[config.mk]
export PLATFORM = sky130hd
export DESIGN_NAME = inst_prefetch
export DESIGN_NICKNAME = d
export VERILOG_FILES = /design/src/rtl/scc_pkg.sv /design/src/rtl/prefetch_fifo.sv /design/src/rtl/inst_prefetch.sv
export SDC_FILE = /design/constraint.sdc
export NUM_CORES = 1
export LEC_CHECK = 0
export ABC_AREA = 1
export CORE_ASPECT_RATIO = 1.5
export CORE_MARGIN = 3
export CORE_UTILIZATION = 53
export DETAILED_ROUTE_END_ITERATION = 10
export PLACE_DENSITY = 0.89
export SYNTH_ARGS = -nofsm -noshare
export SYNTH_HDL_FRONTEND = slang
export SYNTH_SLANG_ARGS = --single-unit
[constraint.sdc]
create_clock -name clk -period 4.85 [get_ports clk]
set_input_delay 0.7275 -clock clk [delete_from_list [all_inputs] [get_ports clk]]
set_output_delay 0.7275 -clock clk [all_outputs]
set_load 0.005 [all_outputs]
[src/rtl/scc_pkg.sv]
// Shared definitions for the single-cycle core's instruction fetch path.
// Latency: n/a (constants and types only).
// Backpressure: n/a.
package scc_pkg;

    localparam int PF_ADDR_W   = 32;
    localparam int PF_DATA_W   = 32;
    localparam int INSTR_BYTES = 4;

    localparam logic [PF_ADDR_W-1:0] PF_RESET_PC = 32'h0000_0000;

    // One prefetched instruction, tagged with the address it was fetched from.
    typedef struct packed {
        logic [PF_ADDR_W-1:0] addr;
        logic [PF_DATA_W-1:0] data;
    } pf_entry_t;

endpackage

[src/rtl/prefetch_fifo.sv]
// Synchronous DEPTH-entry FIFO with head-of-queue peek and a one-cycle clear.
// Latency: a pushed entry is visible at head the cycle after the push edge.
// Backpressure: none internally; the caller must never push when full or pop when empty.
//
// Ports: clk/reset (sync, active-high); clear empties the FIFO at the next edge;
// push/din write an entry; pop retires head; count/full/empty report occupancy.
module prefetch_fifo #(
    parameter int DEPTH = 4,
    parameter int WIDTH = 64
) (
    input  logic                       clk,
    input  logic                       reset,
    input  logic                       clear,
    input  logic                       push,
    input  logic                       pop,
    input  logic [WIDTH-1:0]           din,
    output logic [WIDTH-1:0]           head,
    output logic [$clog2(DEPTH+1)-1:0] count,
    output logic                       full,
    output logic                       empty
);

    localparam int PW = $clog2(DEPTH);
    localparam int CW = $clog2(DEPTH+1);

    logic [WIDTH-1:0] mem_q [DEPTH];
    logic [PW-1:0]    wr_q, wr_d;
    logic [PW-1:0]    rd_q, rd_d;
    logic [CW-1:0]    cnt_q, cnt_d;

    // DEPTH is a power of two, so the pointers wrap on their own.
    always_comb begin
        wr_d  = wr_q;
        rd_d  = rd_q;
        cnt_d = cnt_q;
        if (clear) begin
            wr_d  = '0;
            rd_d  = '0;
            cnt_d = '0;
        end else begin
            if (push) wr_d = wr_q + PW'(1);
            if (pop)  rd_d = rd_q + PW'(1);
            cnt_d = cnt_q + CW'(push) - CW'(pop);
        end
    end

    always_ff @(posedge clk) begin
        if (reset) begin
            wr_q  <= '0;
            rd_q  <= '0;
            cnt_q <= '0;
        end else begin
            wr_q  <= wr_d;
            rd_q  <= rd_d;
            cnt_q <= cnt_d;
        end
    end

    // Storage needs no reset: entries are only read while count says they are valid.
    always_ff @(posedge clk) begin
        if (push && !clear) mem_q[wr_q] <= din;
    end

    assign head  = mem_q[rd_q];
    assign count = cnt_q;
    assign full  = (cnt_q == CW'(DEPTH));
    assign empty = (cnt_q == '0);

    a_no_pop_empty: assert property (@(posedge clk) disable iff (reset) !(pop && empty && !clear));

endmodule

[src/rtl/inst_prefetch.sv]
// Sequential instruction prefetcher between variable-latency imem and the core fetch port.
// Latency: response -> core_valid one cycle (no bypass); flush -> first instr after 3 cycles.
// Backpressure: core_stall when the requested instr is absent; issue capped at DEPTH in flight.
//
// Ports: core_addr/core_en in, core_instr/core_valid/core_stall out (core side);
// mem_req/mem_addr out, mem_gnt/mem_rvalid/mem_rdata in (in-order memory side).
module inst_prefetch
    import scc_pkg::*;
#(
    parameter int                DEPTH    = 4,
    parameter int                ADDR_W   = PF_ADDR_W,
    parameter int                DATA_W   = PF_DATA_W,
    parameter logic [ADDR_W-1:0] RESET_PC = PF_RESET_PC
) (
    input  logic              clk,
    input  logic              reset,
    input  logic [ADDR_W-1:0] core_addr,
    input  logic              core_en,
    output logic [DATA_W-1:0] core_instr,
    output logic              core_valid,
    output logic              core_stall,
    output logic              mem_req,
    output logic [ADDR_W-1:0] mem_addr,
    input  logic              mem_gnt,
    input  logic              mem_rvalid,
    input  logic [DATA_W-1:0] mem_rdata
);

    localparam int CW = $clog2(DEPTH+1);
    // Discard counter is wider: back-to-back flushes can stack several windows of
    // abandoned requests on top of each other.
    localparam int DW = CW + 2;
    localparam logic [ADDR_W-1:0] STEP = ADDR_W'(INSTR_BYTES);

    typedef struct packed {
        logic [ADDR_W-1:0] addr;
        logic [DATA_W-1:0] data;
    } entry_t;

    entry_t            head, din;
    logic [CW-1:0]     count;
    logic              full, empty;

    logic [ADDR_W-1:0] fetch_q, fetch_d;
    logic [ADDR_W-1:0] tail_q, tail_d;
    logic [CW-1:0]     live_q, live_d;
    logic [DW-1:0]     disc_q, disc_d;

    logic              hit, flush, pop, push, drop, issue;
    logic [ADDR_W-1:0] expected;
    logic [CW:0]       inflight;

    assign hit      = ~empty & (head.addr == core_addr);
    // With an empty FIFO the next thing to arrive is tail_addr, so waiting on it
    // is a plain stall rather than a redirect.
    assign expected = empty ? tail_q : head.addr;
    assign flush    = ~reset & core_en & ~hit & (core_addr != expected);
    assign pop      = ~reset & core_en & hit;

    assign core_valid = ~reset & hit;
    assign core_stall = core_en & ~core_valid;
    assign core_instr = reset ? '0 : head.data;

    // Buffered plus live requests never exceed DEPTH, which is what keeps pushes
    // from ever meeting a full FIFO.
    assign inflight = {1'b0, count} + {1'b0, live_q};
    assign mem_req  = ~reset & ~flush & (inflight < (CW+1)'(DEPTH));
    assign mem_addr = fetch_q;
    assign issue    = mem_req & mem_gnt;

    assign drop = mem_rvalid & (disc_q != '0);
    assign push = ~reset & ~flush & mem_rvalid & ~drop;
    assign din  = '{addr: tail_q, data: mem_rdata};

    always_comb begin
        fetch_d = fetch_q;
        tail_d  = tail_q;
        live_d  = live_q;
        disc_d  = disc_q;
        if (flush) begin
            fetch_d = core_addr;
            tail_d  = core_addr;
            live_d  = '0;
            // Every live request becomes a discard; a response landing now retires
            // one of them (from disc first, else from live), hence the single -1.
            disc_d  = disc_q + DW'(live_q) - DW'(mem_rvalid);
        end else begin
            if (issue) fetch_d = fetch_q + STEP;
            if (push)  tail_d  = tail_q + STEP;
            live_d = live_q + CW'(issue) - CW'(push);
            disc_d = disc_q - DW'(drop);
        end
    end

    always_ff @(posedge clk) begin
        if (reset) begin
            fetch_q <= RESET_PC;
            tail_q  <= RESET_PC;
            live_q  <= '0;
            disc_q  <= '0;
        end else begin
            fetch_q <= fetch_d;
            tail_q  <= tail_d;
            live_q  <= live_d;
            disc_q  <= disc_d;
        end
    end

    prefetch_fifo #(
        .DEPTH (DEPTH),
        .WIDTH (ADDR_W + DATA_W)
    ) u_fifo (
        .clk   (clk),
        .reset (reset),
        .clear (flush),
        .push  (push),
        .pop   (pop),
        .din   (din),
        .head  (head),
        .count (count),
        .full  (full),
        .empty (empty)
    );

    a_no_push_full: assert property (@(posedge clk) disable iff (reset) !(push && full));

endmodule

Yosys cells after proc, flatten, opt, wreduce, memory -nomap -nowiden. Memory sizes are Yosys's and may differ from the RTL's. A register that Yosys moved wholly into a read port is not among the register bits. Index checks and enable logic that the tools add are counted.

Bitwise operators: 19. Add/subtract/negate cells: 12. Multiplexer cells: 11. Reductions and logical operators: 7. Magnitude comparators: 1. Equality and inequality tests: 2.

Operators by type and width (count): 2-to-1 mux 32 bit (6); adder 32 x 3 -> 32 bit (second input constant) (2); equality test 32 bit (1); inequality test 32 bit (1); bitwise AND 1 bit (13); subtractor 5 x 1 -> 5 bit (2); adder 3 x 1 -> 3 bit (2); NOT 1 bit (6); subtractor 3 x 1 -> 3 bit (2); adder 5 x 3 -> 5 bit (1); 2-to-1 mux 5 bit (1); nonzero test 5 bit (1); adder 2 x 1 -> 2 bit (second input constant) (2); adder 3 x 3 -> 4 bit (1); less-than comparator 4 x 3 -> 1 bit (second input constant) (1); 2-to-1 mux 2 bit (2); nonzero test 2 bit (2); zero test 3 bit (1); 2-to-1 mux 1 bit (2); OR reduction 2 bit (1); logical AND 1 bit (1); zero test 1 bit (1).

Bits in writable memories: 256. Word-level logic and storage cells: 60. Bits in registers: 79. Output and inout bits: 67. Memories kept: 1.

Memories: u_fifo.mem_q (words 4, width 64, read ports 1, clocked after Yosys merged registers in 1, write ports 1, line prefetch_fifo.sv:26) `logic [WIDTH-1:0] mem_q [DEPTH];`.

Logic depth before layout (Yosys ltp). Gate-level depths: netlist (run 1).

Depth in word-level cells: 13. Gate-level depth with buffers: 28. Mapped depth without buffers: 26.

Hierarchy. Synthesis (run 1) repeated with hierarchy kept, for this count alone.

Cell total of the unflattened synthesis: 2064. Area, all modules: 17488.0 µm².

Modules (own cells, without submodules): prefetch_fifo (cells an instance 803, area each 10438.8 µm², times used 1, seq. area each 7867.5 µm²); inst_prefetch (cells an instance 1261, area each 7049.3 µm², times used 1, seq. area each 1401.3 µm²).

Worst setup path after synthesis (run 1). Ideal clock, no wire load.

Kind: register to register. Start point: reg u_fifo.cnt_q[1], in the netlist u_fifo.count[1]. End point: mem u_fifo.mem_q[0][0] (enable). Slack: -0.338 ns. Path buffers: 2. Period minus slack after synthesis: 5.188 ns. Stages on the path, launching flop included: 19. Arrival: 4.701 ns. Library setup time: 0.486 ns. Cells stage by stage: dfxtp_1 nor2_1 nand2_1 buf_1 nand3_1 o21ai_1 nand2_1 nand2_1 nand2_1 nor2_1 nand2_1 nor2_1 nand2_1 nand2_2 buf_6 nand2_2 nor2_1 inv_1 nor2_1.

Cells in the longest elaborated chain, start to end: 13.

Ends and longest elaborated chain: from (decl) (line prefetch_fifo.sv:29) `logic [CW-1:0] cnt_q, cnt_d;`; from (signal assigned) (line prefetch_fifo.sv:55) `cnt_q <= cnt_d;`; zero test 3 bit (*) (line prefetch_fifo.sv:67) `assign empty = (cnt_q == '0);`; parallel branches: the longest is 4 deep, another holds 2-to-1 mux 32 bit; bitwise AND 1 bit (*) (line inst_prefetch.sv:57) `assign flush = ~reset & core_en & ~hit & (core_addr != expected);`; NOT 1 bit (line inst_prefetch.sv:72) `assign push = ~reset & ~flush & mem_rvalid & ~drop;`; bitwise AND 1 bit (3 in a row) (line inst_prefetch.sv:72); logical AND 1 bit (*) (line prefetch_fifo.sv:61) `if (push && !clear) mem_q[wr_q] <= din;`; 2-to-1 mux 1 bit (*) (line prefetch_fifo.sv:61); 2-to-1 mux 1 bit (implied by the code) (*) (line prefetch_fifo.sv:61); to (decl) (line prefetch_fifo.sv:26).

Every way passes the cells marked *.

==> results.sh, run 1 <==
export IMPL_setup_violations=0
export IMPL_drtIter0Drc=1382
export IMPL_clock_skew_ns=0.0182
export IMPL_holdWs_ns=0.489
export IMPL_cts_tree="done"
export IMPL_tightest_slew_ns=1.24
export IMPL_clockBufferDepth=3
export IMPL_clk_pin_slew_worst_paths_ns=0.07
export IMPL_ys_warnings_count=0
export IMPL_max_freq_mhz=218
export IMPL_required_ns=4.12
export IMPL_synth_seq_cells=335
export IMPL_wl_mm=47.0
export IMPL_clkPwrFrac=0.370
export IMPL_synth_most_common_cell="nand2_1"
export IMPL_nets=2125
export IMPL_fill_cells=2525
export IMPL_ys_types=35
export IMPL_synthArstFlopShare=0
export IMPL_arrival_ns=3.87
export IMPL_netSwitchingPower_mw=1.86
export IMPL_wl_per_cell_um=19.1
export IMPL_h_tree_depth=1
export IMPL_num_vias=14500
export IMPL_avgSynthCellArea_sq_um=8.71
export IMPL_drv_cap=0
export IMPL_setup_ws_ns=0.256
export IMPL_drive_gt1_frac=0.0481
export IMPL_die_x_um=152
export IMPL_start_util=0.542
export IMPL_critical_path_slowest_cell="clkdlybuf4s50_1"
export IMPL_dp_final_hpwl_mm=31.0
export IMPL_crit_type="flop to output pin"
export IMPL_cp_slowest_stage_delay_ns=0.58
export IMPL_cp_max_fo=128
export IMPL_synthToLayoutAreaGrowth_pct=16.6
export IMPL_multi_input_area_sq_um=6810
export IMPL_crit_path_start_kind="flop"
export IMPL_clock_sinks=335
export IMPL_grt_pass1_wl_mm=73.1
export IMPL_row_count=79
export IMPL_drc=0
export IMPL_switching_share=0.268
export IMPL_grt_use_total=0.264
export IMPL_grt_overflow_total=0
export IMPL_ant_nets=0
export IMPL_synthCells=1942
export IMPL_die_height_um=225
export IMPL_pre_cts_ws_ns=0.650
export IMPL_via_per_inst=5.86
export IMPL_power_frac_seq=0.474
export IMPL_crit_buf_inv=2
export IMPL_hold_buffers=0
export IMPL_drv_slew=0
export IMPL_synthTopCellsByArea="edfxtp_1 (45%), nand2_1 (13%), dfxtp_1 (9.3%)"
export IMPL_synthTopCellsByCount="nand2_1 (592), edfxtp_1 (256), nor2_1 (204), nand3_1 (189), a21oi_1 (103)"
export IMPL_boundaryPins=136
export IMPL_synth_fp_nets=2033
export IMPL_grt_max_degree=130
export IMPL_dieArea_sq_um=34200
export IMPL_postLayoutCoreUtil=0.632
export IMPL_grt_pass1_vias=13900
export IMPL_power_frac_comb=0.156
export IMPL_register_area_sq_um=9270
export IMPL_slew_limit_headroom=0.172
export IMPL_clock_root_buffer="clkbuf_16"
export IMPL_ir_drop_uv=262
export IMPL_numCtsBuffers=31
export IMPL_power_density_nw_per_um2=352
export IMPL_internal_power_mw=5.09
export IMPL_yosys_area_top_type="edfxtp_1"
export IMPL_yosysSeqAreaShare=0.548
export IMPL_antenna_found_initial=4
export IMPL_cp_common_cell="nand2_1"
export IMPL_total_power_mw=6.95
export IMPL_cp_top_family="simple AND/OR/NAND/NOR gates"
export IMPL_p_leak_nw=7.64
export IMPL_setup_worst_path_end_class="output pin"
export IMPL_outcome="completed"
export IMPL_netlist_area_sq_um=16900
export IMPL_synth_edf_count=256
export IMPL_cp_cell_sequence="buf_12, nand2_1, nand3_1, nand3_1, nand2_1, nand2_1, nand2_1, nand2_1, nor2_1, nand2_1, nor2_1, nand2_1, nand2_4, nand2_2, nor2_1, clkdlybuf4s50_1"
export IMPL_core_area_sq_um=31200
export IMPL_io_buffers=135
export IMPL_timing_setup_tns_ns=0
export IMPL_fin_crit_sh=0.947
export IMPL_clk_latency_ns=0.58
export IMPL_hold_viol_final=0
export IMPL_place_congestion=0.972
export IMPL_yosysTopAreaCellShare=0.454
export IMPL_min_period_ns=4.59
export IMPL_ys_flop_type="edfxtp_1"
export IMPL_rsz0062_at_grt="false"
export IMPL_drtPass1Iterations=7
export IMPL_hold_path_class="flop to flop"
[through the flow]
stage | std cells | cell area, sq um
after floorplan | 1942 | 16900
after global placement | 2406 | 18600
after detailed placement | 2406 | 18600
after CTS | 2463 | 19700
after global routing | 2467 | 19700
final | 2467 | 19700
[cells by family (layout without fill, tap and decap cells)]
logic type,after synthesis,after routing,share of synthesized area
and+or+nand+nor,1050,1050,0.256
other,0,4,0
AOI/OAI and AO/OA,246,246,0.0845
DFF,335,335,0.548
buffers and inverters,211,327,0.0534
adders and majority gates,22,22,0.0176
xor gates and xnor gates,78,78,0.0404
[metal layers]
layer,up-vias,GRT usage,part of all wire
met5,-,0,0
met4,0,0.154,0.059
met3,193,0.0391,0.082
met2,796,0.468,0.51
met1,6724,0.305,0.35
li1,6748,-,-
[final cells by class]
cell class,instances,area share
Antenna cell,4,0.000507
Clock buffer,40,0.0437
Clock inverter,17,0.0109
Inverter,104,0.0199
Multi-Input combinational cell,1396,0.345
Sequential cell,335,0.470
Tap cell,405,0.0257
Timing Repair Buffer,166,0.0842
[power by group through the flow]
stage	clock network, mW	registers, mW	logic (mW)
after floorplan	0	3.33	0.678
after global placement	0	3.34	1.02
after detailed placement	0	3.35	1.06
after CTS	2.60	3.29	1.07
after global routing	2.71	3.30	1.20
final	2.57	3.29	1.08
[cell usage in the layout, fill, tap and decap left out, types with 6 or more instances in the layout]
cell               n
nand2_1          592
edfxtp_1         256
nor2_1           199
nand3_1          189
clkdlybuf4s50_1  134
a21oi_1          103
inv_1            100
dfxtp_1           77
o21ai_0           73
xor2_1            54
clkbuf_16         33
o211ai_1          32
o311ai_0          29
buf_4             25
xnor2_1           24
nand4_1           20
ha_1              19
nor3_1            16
nand3b_1          10
nor4_1             6
clkbuf_1           6
clkinvlp_4         6
buf_12             6
[path summary, 6_finish.rpt]
| kind | slack, ns | startpoint | to | cells past startpoint |
|---|---|---|---|---|
| setup / recovery | 0.26 | flop | mem_req | 16 |
| hold / removal | 0.49 | u_fifo.rd_q[0] | u_fifo.rd_q[0] | 1 |
| setup reg to reg | 0.65 | flop | live_q[2] | 25 |
| hold reg to reg | 0.49 | u_fifo.rd_q[0] | u_fifo.rd_q[0] | 1 |
[state kept, by name, indices dropped and copies added (netlist names), named ones only]
| signal | count |
|---|---|
| tail_q | 31 |
| u_fifo.wr_q | 2 |
| mem_addr | 31 |
| u_fifo.count | 3 |
| live_q | 3 |
| disc_q | 5 |
| u_fifo.mem_q | 256 |
| u_fifo.rd_q | 2 |
[timing repair]
item	in CTS	in global routing
buffers inserted	0	0
resized for setup	0	1
setup endpoints to repair	0	1
(Power assumes the default switching activity.)
==> inputs of run 2 (changes only) <==
- CELL_PAD_IN_SITES_DETAIL_PLACEMENT: not set -> 1
- CELL_PAD_IN_SITES_GLOBAL_PLACEMENT: not set -> 1
- CORE_UTILIZATION: 53 -> 41
- PLACE_DENSITY: 0.89 -> 0.87
==> run 2 against run 1 <==
Compared with the run above: clock power rose by 8.9%; global-route usage fell by 0.72 points; flip-flop and latch count did not move; routed wire length rose by 21%; critical endpoint unchanged; largest power group unchanged; highest routed layer unchanged.
==> results.sh, run 2 (synthesized netlist as in run 1, its figures left out) <==
export IMPL_h_tree_depth=2
export IMPL_final_common_cell="nand2_1"
export IMPL_layout_common_cells="nand2_1 (592), edfxtp_1 (256), nor2_1 (198)"
export IMPL_drv_slew=0
export IMPL_clkPwrFrac=0.386
export IMPL_drtIter0Drc=986
export IMPL_largest_reg_flops=256
export IMPL_num_vias=15000
export IMPL_row_count=90
export IMPL_netSwitchingPower_mw=1.95
export IMPL_power_frac_comb=0.160
export IMPL_setup_violations=0
export IMPL_drv_cap=0
export IMPL_nets=2146
export IMPL_cts_tree="done"
export IMPL_via_per_inst=5.78
export IMPL_boundaryPins=136
export IMPL_clock_sinks=335
export IMPL_numCtsBuffers=35
export IMPL_fin_crit_sh=0.961
export IMPL_power_density_nw_per_um2=359
export IMPL_fin_cells=2592
export IMPL_postLayoutCoreUtil=0.498
export IMPL_ir_drop_uv=209
export IMPL_switching_share=0.270
export IMPL_dieArea_sq_um=43800
export IMPL_cts_setup_buffers=0
export IMPL_antenna_found_initial=5
export IMPL_dp_cells=2523
export IMPL_tightest_slew_ns=1.02
export IMPL_grt_pass1_wl_mm=87.5
export IMPL_total_power_mw=7.24
export IMPL_top_register="u_fifo.mem_q"
export IMPL_cts_resized_gates=0
export IMPL_rsz0062_at_grt="false"
export IMPL_crit_type="flop to output pin"
export IMPL_io_buffers=135
export IMPL_ant_nets=0
export IMPL_grt_overflow_total=0
export IMPL_clock_root_buffer="clkbuf_16"
export IMPL_hold_path_class="flop to flop"
export IMPL_drc=0
export IMPL_grt_max_degree=130
export IMPL_clk_pin_slew_worst_paths_ns=0.06
export IMPL_place_congestion=0.886
export IMPL_hold_buffers=0
export IMPL_power_frac_seq=0.454
export IMPL_p_leak_nw=7.82
export IMPL_outcome="completed"
export IMPL_crit_path_start_kind="flop"
export IMPL_die_height_um=255
export IMPL_min_period_ns=4.66
export IMPL_clk_latency_ns=0.53
export IMPL_clock_skew_ns=0.0213
export IMPL_internal_power_mw=5.29
export IMPL_required_ns=4.12
export IMPL_postLayoutCellArea_sq_um=20200
export IMPL_wl_mm=57.1
export IMPL_grt_use_total=0.257
export IMPL_cp_max_fo=23
export IMPL_grt_pass1_vias=16200
export IMPL_arrival_ns=3.93
export IMPL_clockBufferDepth=3
export IMPL_core_area_sq_um=40500
export IMPL_postPlaceCellArea_sq_um=18900
export IMPL_synthToLayoutAreaGrowth_pct=19.2
export IMPL_dp_final_hpwl_mm=38.7
export IMPL_die_x_um=172
export IMPL_wl_per_cell_um=22.0
export IMPL_start_util=0.417
export IMPL_hold_viol_final=0
export IMPL_max_freq_mhz=215
export IMPL_drtPass1Iterations=5
export IMPL_drive_gt1_frac=0.0577
export IMPL_setup_worst_path_end_class="output pin"
export IMPL_slew_limit_headroom=0.308
run 2: cell count changes in the layout (fill, tap and decap cells not counted), sizes merged:
cell	change
clkinvlp	-5
inv	-3
buf	+16
clkinv	+9
diode	+1
clkbuf	+6
run 2: layout make-up:
type,instances,area (sq um)
well taps,506,633
clock inverters,18,191
diodes,5,12.5
clock buffers,45,997
repair buffers,183,1870
fillers,4709,20400
inverters,104,392
flip-flops and latches,335,9270
multi-input cells,1396,6810
run 2: through the flow:
| step | worst slack, ns | hold slack [ns] | TNS [ns] |
|---|---|---|---|
| final | 0.190 | 0.495 | 0 |
| after global routing | 0.00178 | 0.507 | 0 |
| after detailed placement | 0.418 | 0.473 | 0 |
| after global placement | 0.603 | 0.461 | 0 |
| after CTS | 0.129 | 0.493 | 0 |
| after floorplan | -0.338 | 0.447 | -86.46 |
run 2: path summary, 6_finish.rpt:
check	start	endpoint	slack, ns	depth (start not counted)
setup / recovery	flop	mem_req	0.19	18
hold / removal	u_fifo.rd_q[0]	u_fifo.rd_q[0]	0.49	1
setup reg to reg	flop	live_q[2]	0.50	23
hold reg to reg	u_fifo.rd_q[0]	u_fifo.rd_q[0]	0.49	1
run 2: power groups by stage:
| stage | clock network [mW] | logic (mW) | registers (mW) |
|---|---|---|---|
| floorplan | 0 | 0.678 | 3.33 |
| global placement | 0 | 1.07 | 3.34 |
| detailed placement | 0 | 1.14 | 3.35 |
| CTS | 2.85 | 1.15 | 3.29 |
| global route | 2.95 | 1.27 | 3.30 |
| finish | 2.80 | 1.16 | 3.29 |
run 2: per-layer routing:
layer	track usage	vias up	share of wire
met1	0.281	7447	0.37
met5	0	-	0
li1	-	6797	-
met4	0.162	0	0.060
met3	0.0346	194	0.047
met2	0.465	538	0.52
run 2: critical path: stages (launching register included):
cell	delay [ns]
dfxtp_4	0.43
clkinv_2	0.23
buf_4	0.30
nand2_1	0.11
nand3_1	0.11
nand2_1	0.15
nand2_1	0.07
nand3_1	0.07
nand2_1	0.05
inv_1	0.10
nand2_1	0.06
nor2_1	0.09
nand2_1	0.14
nor2_1	0.20
nand2_1	0.16
nand2_4	0.12
nand2_2	0.17
nor2_1	0.23
clkdlybuf4s50_1	0.58
